### src/rtl/conv_phase_sequencer_pkg.sv
// Shared definitions for the conv phase sequencer: phase codes (also used by the
// memory control unit), FSM state encoding and a width helper.
package conv_seq_pkg;

    localparam logic [1:0] PH_LOAD = 2'b00;
    localparam logic [1:0] PH_PROC = 2'b01;
    localparam logic [1:0] PH_OUT  = 2'b10;

    typedef enum logic [2:0] {
        ST_IDLE,
        ST_LOAD_XFER,
        ST_LOAD_CHB,
        ST_PROC,
        ST_OUT_XFER,
        ST_OUT_CHB,
        ST_DONE
    } seq_state_e;

    // Bits needed to hold values 0..v-1; never less than 1.
    function automatic int clog2(input int v);
        int r;
        r = 0;
        while ((1 << r) < v) r++;
        return (r < 1) ? 1 : r;
    endfunction

endpackage

### src/rtl/conv_phase_sequencer_chblk.sv
// Column-change pulse: CHBLK_HOLD cycles high, then one low guard cycle that
// raises o_fin so the caller can leave its *_CHB state.
module chblk_pulse_gen
    import conv_seq_pkg::*;
#(
    parameter int CHBLK_HOLD = 2
) (
    input  logic clk,
    input  logic rst,
    input  logic i_start,
    output logic o_chblk,
    output logic o_busy,
    output logic o_fin
);

    localparam int CW = clog2(CHBLK_HOLD + 1);
    localparam logic [CW-1:0] HOLD_V = CW'(CHBLK_HOLD);

    logic          r_busy;
    logic [CW-1:0] r_cnt;

    always_ff @(posedge clk or negedge rst) begin
        if (!rst) begin
            r_busy <= 1'b0;
            r_cnt  <= '0;
        end else if (i_start && !r_busy) begin
            r_busy <= 1'b1;
            r_cnt  <= '0;
        end else if (r_busy) begin
            if (r_cnt == HOLD_V) r_busy <= 1'b0;
            else                 r_cnt  <= r_cnt + CW'(1);
        end
    end

    assign o_chblk = r_busy && (r_cnt < HOLD_V);
    assign o_fin   = r_busy && (r_cnt == HOLD_V);
    assign o_busy  = r_busy;

endmodule

### src/rtl/conv_phase_sequencer.sv
// Row-band phase sequencer (LOAD/PROC/OUT + chblk) for the conv memory control unit.
// Optional PROC watchdog with sticky o_err: define CONV_SEQ_PROC_TIMEOUT_EN.
module conv_phase_sequencer
    import conv_seq_pkg::*;
#(
    parameter int N          = 2,
    parameter int IMG_W      = 8,
    parameter int COL_LEN    = 16,
    parameter int CHBLK_HOLD = 2
`ifdef CONV_SEQ_PROC_TIMEOUT_EN
    ,
    parameter int PROC_TMO   = 1024
`endif
) (
    input  logic                       clk,
    input  logic                       rst,
    input  logic                       i_start,
    input  logic                       i_in_valid,
    output logic                       o_in_ready,
    output logic                       o_wr_en,
    output logic [clog2(COL_LEN)-1:0]  o_addr,
    input  logic                       i_proc_done,
    output logic                       o_out_valid,
    input  logic                       i_out_ready,
    output logic                       o_sop,
    output logic                       o_eop,
    output logic                       o_chblk,
    output logic                       o_busy,
`ifdef CONV_SEQ_PROC_TIMEOUT_EN
    output logic                       o_err,
`endif
    output logic                       o_done
);

    localparam int AW  = clog2(COL_LEN);
    localparam int CCW = clog2(IMG_W + 1);
    localparam logic [AW-1:0]  ADDR_LAST  = AW'(COL_LEN - 1);
    localparam logic [CCW-1:0] PRIME_COLS = CCW'(N + 1);
    localparam logic [CCW-1:0] IMG_COLS   = CCW'(IMG_W);

    seq_state_e     r_state, w_next;
    logic [AW-1:0]  r_addr;
    logic [CCW-1:0] r_col_cnt;
    logic           r_prime;

    logic           w_in_hs, w_out_hs, w_last, w_chb_start;
    logic           w_pg_start, w_pg_busy, w_pg_fin;
    logic [CCW-1:0] w_col_next;
    logic           w_more_prime;
    logic           w_tmo_hit;

    assign w_in_hs      = (r_state == ST_LOAD_XFER) && i_in_valid;
    assign w_out_hs     = (r_state == ST_OUT_XFER) && i_out_ready;
    assign w_last       = (r_addr == ADDR_LAST);
    assign w_chb_start  = (w_in_hs || w_out_hs) && w_last;
    assign w_pg_start   = w_chb_start && !w_pg_busy;
    assign w_col_next   = r_col_cnt + CCW'(1);
    // Keep loading until the first N+1 columns are resident.
    assign w_more_prime = r_prime && (w_col_next < PRIME_COLS);

    chblk_pulse_gen #(.CHBLK_HOLD(CHBLK_HOLD)) u_chblk (
        .clk     (clk),
        .rst     (rst),
        .i_start (w_pg_start),
        .o_chblk (o_chblk),
        .o_busy  (w_pg_busy),
        .o_fin   (w_pg_fin)
    );

`ifdef CONV_SEQ_PROC_TIMEOUT_EN
    localparam int TW = clog2(PROC_TMO + 1);
    localparam logic [TW-1:0] TMO_LAST = TW'(PROC_TMO - 1);
    logic [TW-1:0] r_tmo;
    logic          r_err;

    assign w_tmo_hit = (r_state == ST_PROC) && !i_proc_done && (r_tmo == TMO_LAST);

    always_ff @(posedge clk or negedge rst) begin
        if (!rst) begin
            r_tmo <= '0;
            r_err <= 1'b0;
        end else begin
            r_tmo <= (r_state == ST_PROC) ? r_tmo + TW'(1) : '0;
            if (r_state == ST_IDLE && i_start) r_err <= 1'b0;
            else if (w_tmo_hit)                r_err <= 1'b1;
        end
    end

    assign o_err = r_err;
`else
    assign w_tmo_hit = 1'b0;
`endif

    always_ff @(posedge clk or negedge rst) begin
        if (!rst) r_state <= ST_IDLE;
        else      r_state <= w_next;
    end

    always_comb begin
        w_next = r_state;
        case (r_state)
            ST_IDLE:      if (i_start) w_next = ST_LOAD_XFER;
            ST_LOAD_XFER: if (w_in_hs && w_last) w_next = ST_LOAD_CHB;
            ST_LOAD_CHB:  if (w_pg_fin) w_next = w_more_prime ? ST_LOAD_XFER : ST_PROC;
            ST_PROC: begin
                if (i_proc_done)    w_next = ST_OUT_XFER;
                else if (w_tmo_hit) w_next = ST_DONE;
            end
            ST_OUT_XFER:  if (w_out_hs && w_last) w_next = ST_OUT_CHB;
            ST_OUT_CHB:   if (w_pg_fin) w_next = (r_col_cnt == IMG_COLS) ? ST_DONE : ST_LOAD_XFER;
            ST_DONE:      w_next = ST_IDLE;
            default:      w_next = ST_IDLE;
        endcase
    end

    always_comb begin
        o_in_ready  = 1'b0;
        o_out_valid = 1'b0;
        o_sop       = 1'b0;
        o_eop       = 1'b0;
        o_done      = 1'b0;
        o_busy      = (r_state != ST_IDLE);
        case (r_state)
            ST_LOAD_XFER: o_in_ready = 1'b1;
            ST_PROC:      {o_eop, o_sop} = PH_PROC;
            ST_OUT_XFER: begin
                o_out_valid    = 1'b1;
                {o_eop, o_sop} = PH_OUT;
            end
            ST_OUT_CHB:   {o_eop, o_sop} = PH_OUT;
            ST_DONE:      o_done = 1'b1;
            default:      {o_eop, o_sop} = PH_LOAD;
        endcase
    end

    assign o_wr_en = o_in_ready & i_in_valid;
    assign o_addr  = r_addr;

    always_ff @(posedge clk or negedge rst) begin
        if (!rst) begin
            r_addr    <= '0;
            r_col_cnt <= '0;
            r_prime   <= 1'b0;
        end else begin
            if (w_in_hs || w_out_hs)
                r_addr <= w_last ? '0 : r_addr + AW'(1);
            if (r_state == ST_IDLE && i_start) begin
                r_col_cnt <= '0;
                r_prime   <= 1'b1;
            end else if (r_state == ST_LOAD_CHB && w_pg_fin) begin
                r_col_cnt <= w_col_next;
                if (!w_more_prime) r_prime <= 1'b0;
            end
        end
    end

endmodule

### config.mk
export PLATFORM = sky130hd
export DESIGN_NAME = conv_phase_sequencer
export DESIGN_NICKNAME = d
export VERILOG_FILES = /design/src/rtl/conv_phase_sequencer_pkg.sv /design/src/rtl/conv_phase_sequencer_chblk.sv /design/src/rtl/conv_phase_sequencer.sv
export SDC_FILE = /design/constraint.sdc
export NUM_CORES = 1
export LEC_CHECK = 0
export BUFFER_PORTS_ARGS = -buffer_cell sky130_fd_sc_hd__clkbuf_2
export CAP_MARGIN = 10
export CORE_ASPECT_RATIO = 1.1
export CORE_MARGIN = 2
export CORE_UTILIZATION = 55
export CTS_BUF_LIST = sky130_fd_sc_hd__clkbuf_4 sky130_fd_sc_hd__clkbuf_8
export DETAILED_ROUTE_END_ITERATION = 7
export PLACE_DENSITY = 0.79
export SKIP_LAST_GASP = 1
export SYNTH_ARGS = -nofsm -noshare
export SYNTH_HDL_FRONTEND = slang
export SYNTH_HIERARCHICAL = 1
export SYNTH_SLANG_ARGS = --single-unit
### constraint.sdc
create_clock -name clk -period 2.7 [get_ports clk]
set_input_delay 0.405 -clock clk [delete_from_list [all_inputs] [get_ports clk]]
set_output_delay 0.405 -clock clk [all_outputs]
set_load 0.01 [all_outputs]
==> results.yml, run 1 <==
synth:
  syn_inst: 108
  yosysWarnings: 6
  ys_ff_latch: 15
  ys_types: 44
  postSynthNetCount: 119
  synth_area_per_cell_um2: 9.51
  ys_seq_area_share_pct: 36.5
  yosys.area.top_type: "dfrtp_1"
  yosysTopAreaCellShare_pct: 36.5
  synthTopCellsByArea: "dfrtp_1, ha_1, nand2_1"
  syn-cell-area_mm2: 0.00103
critical_path:
  reg2reg_to: "r_state[1]$_DFFE_PN0P_"
  path_cells: "inv_1, ha_1, and2_2, and4bb_2, a21oi_2, nand2_1, o32a_1"
  max_stage_delay_ns: 0.42
  r2r_cells: 7
  endpoint: "r_state[1]$_DFFE_PN0P_"
  critPathLaunch: "u_chblk/r_cnt[0]$_DFFE_PN0P_"
  r2r_slack_ns: 0.78
  r2r-start: "u_chblk/r_cnt[0]$_DFFE_PN0P_"
  worst_ep_required_time_ns: 2.88
  cp-end-kind: "flip-flop"
  worst_ep_arrival_time_ns: 2.10
  critical_path_class: "reg -> reg"
  cp_slowest_cell: "dfrtp_1"
  cp_max_fo: 9
  setup.worst_path.start_class: "flip-flop"
sta:
  setup_tns_ns: 0
  finalCritPeriodShare_pct: 71.1
  whs_ns: 0.0195
  tightestPinTransition_ns: 0.572
  grt_setup_unrepaired: "false"
  finClkSkew_ns: 0.00554
  layout_min_cycle_time_ns: 1.92
  max_freq_mhz: 521
  slew-limit-headroom_pct: 61.8
  slew_violations: 0
  hold_violations: 0
  setup_viol: 0
job:
  drv_cap: 0
routing:
  met1_length_um: 959
  routedWlPerCell_um: 15.2
  ant_nets: 0
  drtIter0Drc: 24
  totalWireLength_um: 2150
  firstDrtPassIters: 4
  drc_errors: 0
  wl_met2_um: 1090
  highest_layer: "met4"
  vias_per_cell: 6.12
  wl_met3_um: 71
  via_count: 863
clocking:
  post_cts_buffers: 0
  cts_resized: 0
  clock_sinks: 15
  cts_max_level: 1
  ctsLongestPathBuffers: 2
  cts_hold_buf: 0
  clock_latency_ns: 0.29
  cts_tree: "built"
  cts.clk_slew.worst_paths_ns: 0.10
  numCtsBuffers: 3
  cts-root-buf: "clkbuf_4"
floorplanning:
  start_util_pct: 58.3
  die_h_um: 49.3
  io_pins: 18
  die_area_mm2: 0.00223
  die_x_um: 45.2
  coreArea_mm2: 0.00176
  placementRows: 16
pwr:
  ir_worst_vdd_uv: 681
  power-per-cell-area_mw_per_mm2: 1000
  leakage_nw: 0.530
grt:
  grt_usage_pct: 22.5
  grt_start_max_net_pins: 18
  grt_pass1_vias: 860
  antenna_found_initial: 0
  grt_first_pass_wirelength_um: 3770
  grt_overflow: 0
cells_and_area:
  final_common_cell: "clkbuf_2"
  antenna_cells: 0
  layout.cells.non_filler: 141
  fin_util_pct: 64.1
  nets: 135
  final_cell_mix: "clkbuf_2, dfrtp_1, nand2_1"
  syn_to_final_growth_pct: 9.99
  design_area_mm2: 0.00113
  final_layout_size_suffix_gt1_share_pct: 26.0
min_path:
  hp-class: "in -> async"
outcome:
  status: "completed"
place:
  port_buffers: 17
  place_area_mm2: 0.00110
  gp_congestion: 0.800
  dpl.hpwl_um: 1580
  dp.cells: 137
==> synthesized netlist by cell type (all sizes together) <==
| cell type | number |
|---|---|
| a22o | 4 |
| nor4 | 3 |
| ha | 5 |
| o32a | 1 |
| a21oi | 7 |
| and3 | 3 |
| buf | 4 |
| o22ai | 1 |
| a32o | 1 |
| clkbuf | 2 |
| xor2 | 1 |
| inv | 6 |
| nor2 | 5 |
| mux2 | 1 |
| nor3b | 3 |
| and4 | 1 |
| o2bb2ai | 1 |
| and2 | 1 |
| a31oi | 3 |
| nand3 | 1 |
| a21o | 3 |
| nor3 | 3 |
| and4bb | 2 |
| nor2b | 1 |
| o41ai | 2 |
| o31ai | 1 |
| o21ai | 3 |
| nand2b | 4 |
| a211oi | 1 |
| mux2i | 2 |
| nand2 | 11 |
| nand3b | 1 |
| nand4 | 3 |
| xnor2 | 2 |
| dfrtp | 15 |
==> cells by family after synthesis <==
| group | Yosys count | synth area share (%) |
|---|---|---|
| muxes | 3 | 3.05 |
| adders and majority gates | 5 | 6.09 |
| and+or+nand+nor | 42 | 24.8 |
| AOI/OAI and AO/OA | 28 | 21.6 |
| buffers and inverters | 12 | 5.36 |
| DFF | 15 | 36.5 |
| xor gates and xnor gates | 3 | 2.56 |
==> final cells by class <==
class,instances,area (um2)
clock inverters,1,5.00
fillers,153,632
multi-input cells,81,597
flip-flops and latches,15,375
repair buffers,17,85.1
clock buffers,3,22.5
inverters,6,22.5
well taps,18,22.5
==> worst min path at each step <==
stage | from | end | slack (ns)
2_1_floorplan | rst | o_addr[0]$_DFFE_PN0P_ | 0.11
3_3_place_gp | rst | r_col_cnt[1]$_DFFE_PN0P_ | 0.34
3_5_place_dp | rst | u_chblk/r_cnt[1]$_DFFE_PN0P_ | 0.35
4_1_cts | rst | r_col_cnt[3]$_DFFE_PN0P_ | 0.03
5_1_grt | rst | r_col_cnt[2]$_DFFE_PN0P_ | 0.04
6_report | rst | r_col_cnt[3]$_DFFE_PN0P_ | 0.02
==> layer usage <==
layer,up-vias,GRT usage (%)
li1,429,-
met1,408,28.6
met2,21,37.1
met3,5,3.70
met4,0,8.33
met5,-,0
==> report_power, final <==
part	switching, mW	internal (mW)
sequential	0.167	0.300
clock	0.0796	0.0550
combinational	0.279	0.253
total	0.526	0.608
==> worst max-delay path, delay by kind of cell, from the launching register on <==
kind / cells / cell delay (ns)
AND/OR/NAND/NOR: 3 / 0.60
buffers and inverters: 1 / 0.07
adder cells (fa/ha/maj): 1 / 0.22
AO/OA/AOI/OAI: 2 / 0.50
flip-flops: 1 / 0.42
==> flip-flops by register name, summed over array words and instances, names as in the netlist <==
signal and flops:
o_addr 4, r_col_cnt 4, r_state 3, u_chblk/r_cnt 2, r_prime 1, u_chblk/o_busy 1
==> stage by stage <==
stage / setup WS, ns / total power [mW]
2_1_floorplan: 0.964 / 0.853
3_3_place_gp: 0.923 / 0.966
3_5_place_dp: 0.813 / 1.00
4_1_cts: 0.780 / 1.14
5_1_grt: 0.679 / 1.23
6_report: 0.782 / 1.13
Power figures use the tool's default switching activity.
==> run 2, diff against run 1 <==
clock period = 2 ns   (was 2.7 ns; I/O delays follow)
==> run 2 against run 1 <==
Compared with the run above:
- hold slack better by 0.23 ns
- utilization is 1.8 points higher
- via count increased by 5.7%
- first-iteration DRC count shrank 8.3%
- wire length is 4.3% lower
- global-route usage decreased by 0.32 points
==> results.yml, run 2 (same netlist as run 1, synthesis figures left out) <==
pwr:
  ir_worst_vdd_uv: 1010
  total_power_mw: 1.56
  power-per-cell-area_mw_per_mm2: 1340
  leakage_nw: 0.549
critical_path:
  cp-end-kind: "flip-flop"
  cp_slowest_cell: "dfrtp_1"
  worst_ep_arrival_time_ns: 2.07
  critical_path_class: "reg -> reg"
  cp_max_fo: 9
  path_cells: "inv_1, ha_1, and2_2, and4bb_2, a21oi_2, nand2_1, o32a_1"
  max_stage_delay_ns: 0.41
  worst_ep_required_time_ns: 2.18
  setup.worst_path.start_class: "flip-flop"
cells_and_area:
  final_cell_mix: "clkbuf_2, dfrtp_1, nand2_1"
  final_common_cell: "clkbuf_2"
  syn_to_final_growth_pct: 13.2
  seqCellArea_um2: 375
  multi_input_area_um2: 597
  design_area_mm2: 0.00116
  nets: 139
  fillerInstances: 152
  antenna_cells: 0
  final_layout_size_suffix_gt1_share_pct: 27.6
place:
  port_buffers: 17
  gp_congestion: 0.826
  dp_slack_ns: 0.120
  place_area_mm2: 0.00112
  dpl.hpwl_um: 1590
routing:
  ant_nets: 0
  drtIter0Drc: 22
  totalWireLength_um: 2060
  via_count: 912
  routedWlPerCell_um: 14.2
  firstDrtPassIters: 4
  drc_errors: 0
  vias_per_cell: 6.29
sta:
  tightestPinTransition_ns: 0.369
  hold_violations: 0
  finalCritPeriodShare_pct: 94.3
  setup_viol: 0
  setup_tns_ns: 0
  max_freq_mhz: 530
  finClkSkew_ns: 0.00624
  grt_setup_unrepaired: "false"
  slew_violations: 0
  layout_min_cycle_time_ns: 1.89
  fin_ws_ns: 0.114
  slew-limit-headroom_pct: 75.3
clocking:
  cts-root-buf: "clkbuf_4"
  clock_sinks: 15
  cts_hold_buf: 1
  post_cts_buffers: 0
  cts_resized: 0
  clock_latency_ns: 0.29
  numCtsBuffers: 3
  cts_max_level: 1
  cts.clk_slew.worst_paths_ns: 0.10
  cts_tree: "built"
  ctsLongestPathBuffers: 2
grt:
  grt_overflow: 0
  grt_start_max_net_pins: 16
  grt_pass1_vias: 903
  grt_usage_pct: 22.2
  grt_first_pass_wirelength_um: 3790
  antenna_found_initial: 0
floorplanning:
  coreArea_mm2: 0.00176
  start_util_pct: 58.3
  die_h_um: 49.3
  io_pins: 18
  die_x_um: 45.2
  die_area_mm2: 0.00223
  placementRows: 16
outcome:
  status: "completed"
min_path:
  hp-class: "in -> reg"
job:
  drv_cap: 0
[run 2: changes by cell type in the layout (fill, tap and decap cells not counted)]
cell,before,now
dlygate4sd3_1,0,1
buf_4,0,3
[run 2: layout make-up]
class / instances / share of cell area [%]
Clock buffer: 3 / 1.94
Clock inverter: 1 / 0.431
Inverter: 6 / 1.94
Multi-Input combinational cell: 81 / 51.3
Sequential cell: 15 / 32.3
Tap cell: 18 / 1.94
Timing Repair Buffer: 21 / 10.1
[run 2: where the power goes]
part           leakage [nW]  internal, mW  switching, mW  total, mW
combinational         0.343         0.375          0.446      0.821
clock                0.0177        0.0744          0.105      0.179
sequential            0.188         0.407          0.150      0.557
total                 0.549         0.856          0.701       1.56
[run 2: worst max-delay path, delay by kind of cell, from the launching register on]
family | cells | cell delay (ns)
and+or+nand+nor | 3 | 0.60
AOI/OAI and AO/OA | 2 | 0.50
DFF | 1 | 0.41
adders and majority gates | 1 | 0.21
buffers and inverters | 1 | 0.07
[run 2: metal layers]
metal  share of wire (%)  global-route usage (%)
met3                 5.2                    5.93
met4                 2.1                    8.82
met2                  50                    36.4
met1                  43                    26.6
met5                   0                       0
[run 2: worst paths after layout]
| path | slack [ns] | startpoint | depth (start not counted) | end |
|---|---|---|---|---|
| worst max-delay path | 0.11 | u_chblk/r_cnt[0]$_DFFE_PN0P_ | 7 | r_state[1]$_DFFE_PN0P_ |
| worst min-delay path | 0.25 | i_proc_done | 2 | r_state[2]$_DFFE_PN0P_ |
| worst max register to register | 0.11 | u_chblk/r_cnt[0]$_DFFE_PN0P_ | 7 | r_state[1]$_DFFE_PN0P_ |
| worst min register to register | 0.56 | u_chblk/r_cnt[1]$_DFFE_PN0P_ | 1 | u_chblk/r_cnt[1]$_DFFE_PN0P_ |
| max in group asynchronous | 1.29 | rst | 2 | o_addr[0]$_DFFE_PN0P_ |
| min in group asynchronous | 0.44 | rst | 2 | r_col_cnt[0]$_DFFE_PN0P_ |
[run 2: per-stage QoR]
stage,hold slack (ns),util (%),cells
2_1_floorplan,0.00441,-,108
5_1_grt,0.261,66.0,145
4_1_cts,0.247,66.0,145
6_report,0.253,66.0,145
3_5_place_dp,0.238,63.8,140
3_3_place_gp,0.232,63.8,140
==> run 3, diff against run 2 <==
==> constraint.sdc (replaced) <==
create_clock -name clk -period 2 [get_ports clk]
set_input_delay 0.3 -clock clk [delete_from_list [all_inputs] [get_ports clk]]
set_output_delay 0.3 -clock clk [all_outputs]
set_load 0.02 [all_outputs]
==> run 3 against run 2 <==
Compared with the run above:
- critical path depth stayed put
- hold slack improved by 0.0021 ns
- total power increased by 5.2%
- critical endpoint unchanged
- highest routed layer unchanged
==> results.yml, run 3 (same netlist as run 1, synthesis figures left out) <==
outcome:
  status: "completed"
grt:
  grt_start_max_net_pins: 16
  grt_pass1_vias: 903
  antenna_found_initial: 0
  grt_first_pass_wirelength_um: 3790
  grt_overflow: 0
  grt_usage_pct: 22.2
clocking:
  numCtsBuffers: 3
  cts.clk_slew.worst_paths_ns: 0.10
  post_cts_buffers: 0
  clock_latency_ns: 0.29
  ctsLongestPathBuffers: 2
  cts-root-buf: "clkbuf_4"
  cts_max_level: 1
  cts_tree: "built"
  clock_sinks: 15
sta:
  finalCritPeriodShare_pct: 94.2
  hold_violations: 0
  grt_setup_unrepaired: "false"
  layout_min_cycle_time_ns: 1.88
  tightestPinTransition_ns: 0.368
  setup_viol: 0
  slew-limit-headroom_pct: 75.5
  setup_tns_ns: 0
  finClkSkew_ns: 0.00696
  max_freq_mhz: 531
  slew_violations: 0
place:
  dp.cells: 140
  port_buffers: 17
  dpl.hpwl_um: 1590
  gp_congestion: 0.826
  place_area_mm2: 0.00112
critical_path:
  cp-end-kind: "flip-flop"
  cp_max_fo: 9
  worst_ep_required_time_ns: 2.18
  critical_path_class: "reg -> reg"
  setup.worst_path.start_class: "flip-flop"
  worst_ep_arrival_time_ns: 2.07
cells_and_area:
  nets: 139
  antenna_cells: 0
  syn_to_final_growth_pct: 13.4
  final_cell_mix: "clkbuf_2, dfrtp_1, nand2_1"
  final_layout_size_suffix_gt1_share_pct: 28.3
  final_common_cell: "clkbuf_2"
  layout.cells.non_filler: 145
  design_area_mm2: 0.00116
routing:
  drtIter0Drc: 21
  totalWireLength_um: 2080
  routedWlPerCell_um: 14.3
  via_count: 904
  firstDrtPassIters: 6
  ant_nets: 0
  vias_per_cell: 6.23
  drc_errors: 0
pwr:
  leakage_nw: 0.549
  ir_worst_vdd_uv: 1070
  power-per-cell-area_mw_per_mm2: 1410
floorplanning:
  die_h_um: 49.3
  die_area_mm2: 0.00223
  coreArea_mm2: 0.00176
  start_util_pct: 58.3
  placementRows: 16
  io_pins: 18
  die_x_um: 45.2
min_path:
  hp-class: "in -> reg"
job:
  drv_cap: 0
## run 3: metal layers
| layer | vias up | GRT usage, % | routed length [um] |
|---|---|---|---|
| li1 | 441 | - | - |
| met1 | 425 | 26.6 | 904 |
| met2 | 32 | 36.4 | 1040 |
| met3 | 6 | 5.93 | 97 |
| met4 | 0 | 8.82 | 34 |
| met5 | - | 0 | 0 |
## run 3: final cells by class
| class | instances | area (um2) |
|---|---|---|
| sequential | 15 | 375 |
| clock buffer | 3 | 22.5 |
| timing repair buffer | 21 | 118 |
| fill | 151 | 597 |
| tap | 18 | 22.5 |
| clock inverter | 1 | 5.00 |
| inverter | 6 | 22.5 |
| multi-input combinational | 81 | 599 |
## run 3: power breakdown
part | internal, mW | total, mW | switching (mW)
registers | 0.407 | 0.558 | 0.151
clock network | 0.0743 | 0.179 | 0.104
logic | 0.378 | 0.903 | 0.525
## run 3: worst paths after layout
kind,cells after the start,startpoint,slack (ns),to
worst max-delay path,7,u_chblk/r_cnt[0]$_DFFE_PN0P_,0.12,r_state[1]$_DFFE_PN0P_
min in group asynchronous,2,rst,0.44,r_col_cnt[0]$_DFFE_PN0P_
max in group asynchronous,2,rst,1.29,o_addr[0]$_DFFE_PN0P_
worst min-delay path,2,i_proc_done,0.25,r_state[2]$_DFFE_PN0P_
worst min register to register,1,u_chblk/r_cnt[1]$_DFFE_PN0P_,0.56,u_chblk/r_cnt[1]$_DFFE_PN0P_
worst max register to register,7,u_chblk/r_cnt[0]$_DFFE_PN0P_,0.12,r_state[1]$_DFFE_PN0P_
## run 3: what timing repair did
item	CTS	global route
endpoints found under the hold margin	15	0
setup endpoints to repair	0	1
gates resized for setup	0	1
hold buffers	1	0
## run 3: stage by stage
stage | setup WS [ns] | hold WS (ns) | total power, mW | utilization, %
floorplan | 0.263 | 0.00441 | 1.22 | -
global placement | 0.204 | 0.232 | 1.42 | 63.8
detailed placement | 0.120 | 0.238 | 1.46 | 63.8
CTS | 0.115 | 0.247 | 1.64 | 66.0
global route | 0.0188 | 0.261 | 1.78 | 66.1
finish | 0.116 | 0.255 | 1.64 | 66.1
## run 3: critical path, stage by stage, from the launching register on
cell	delay (ns)
dfrtp_1	0.41
inv_1	0.07
ha_1	0.21
and2_2	0.25
and4bb_2	0.27
a21oi_2	0.16
nand2_1	0.08
o32a_1	0.34
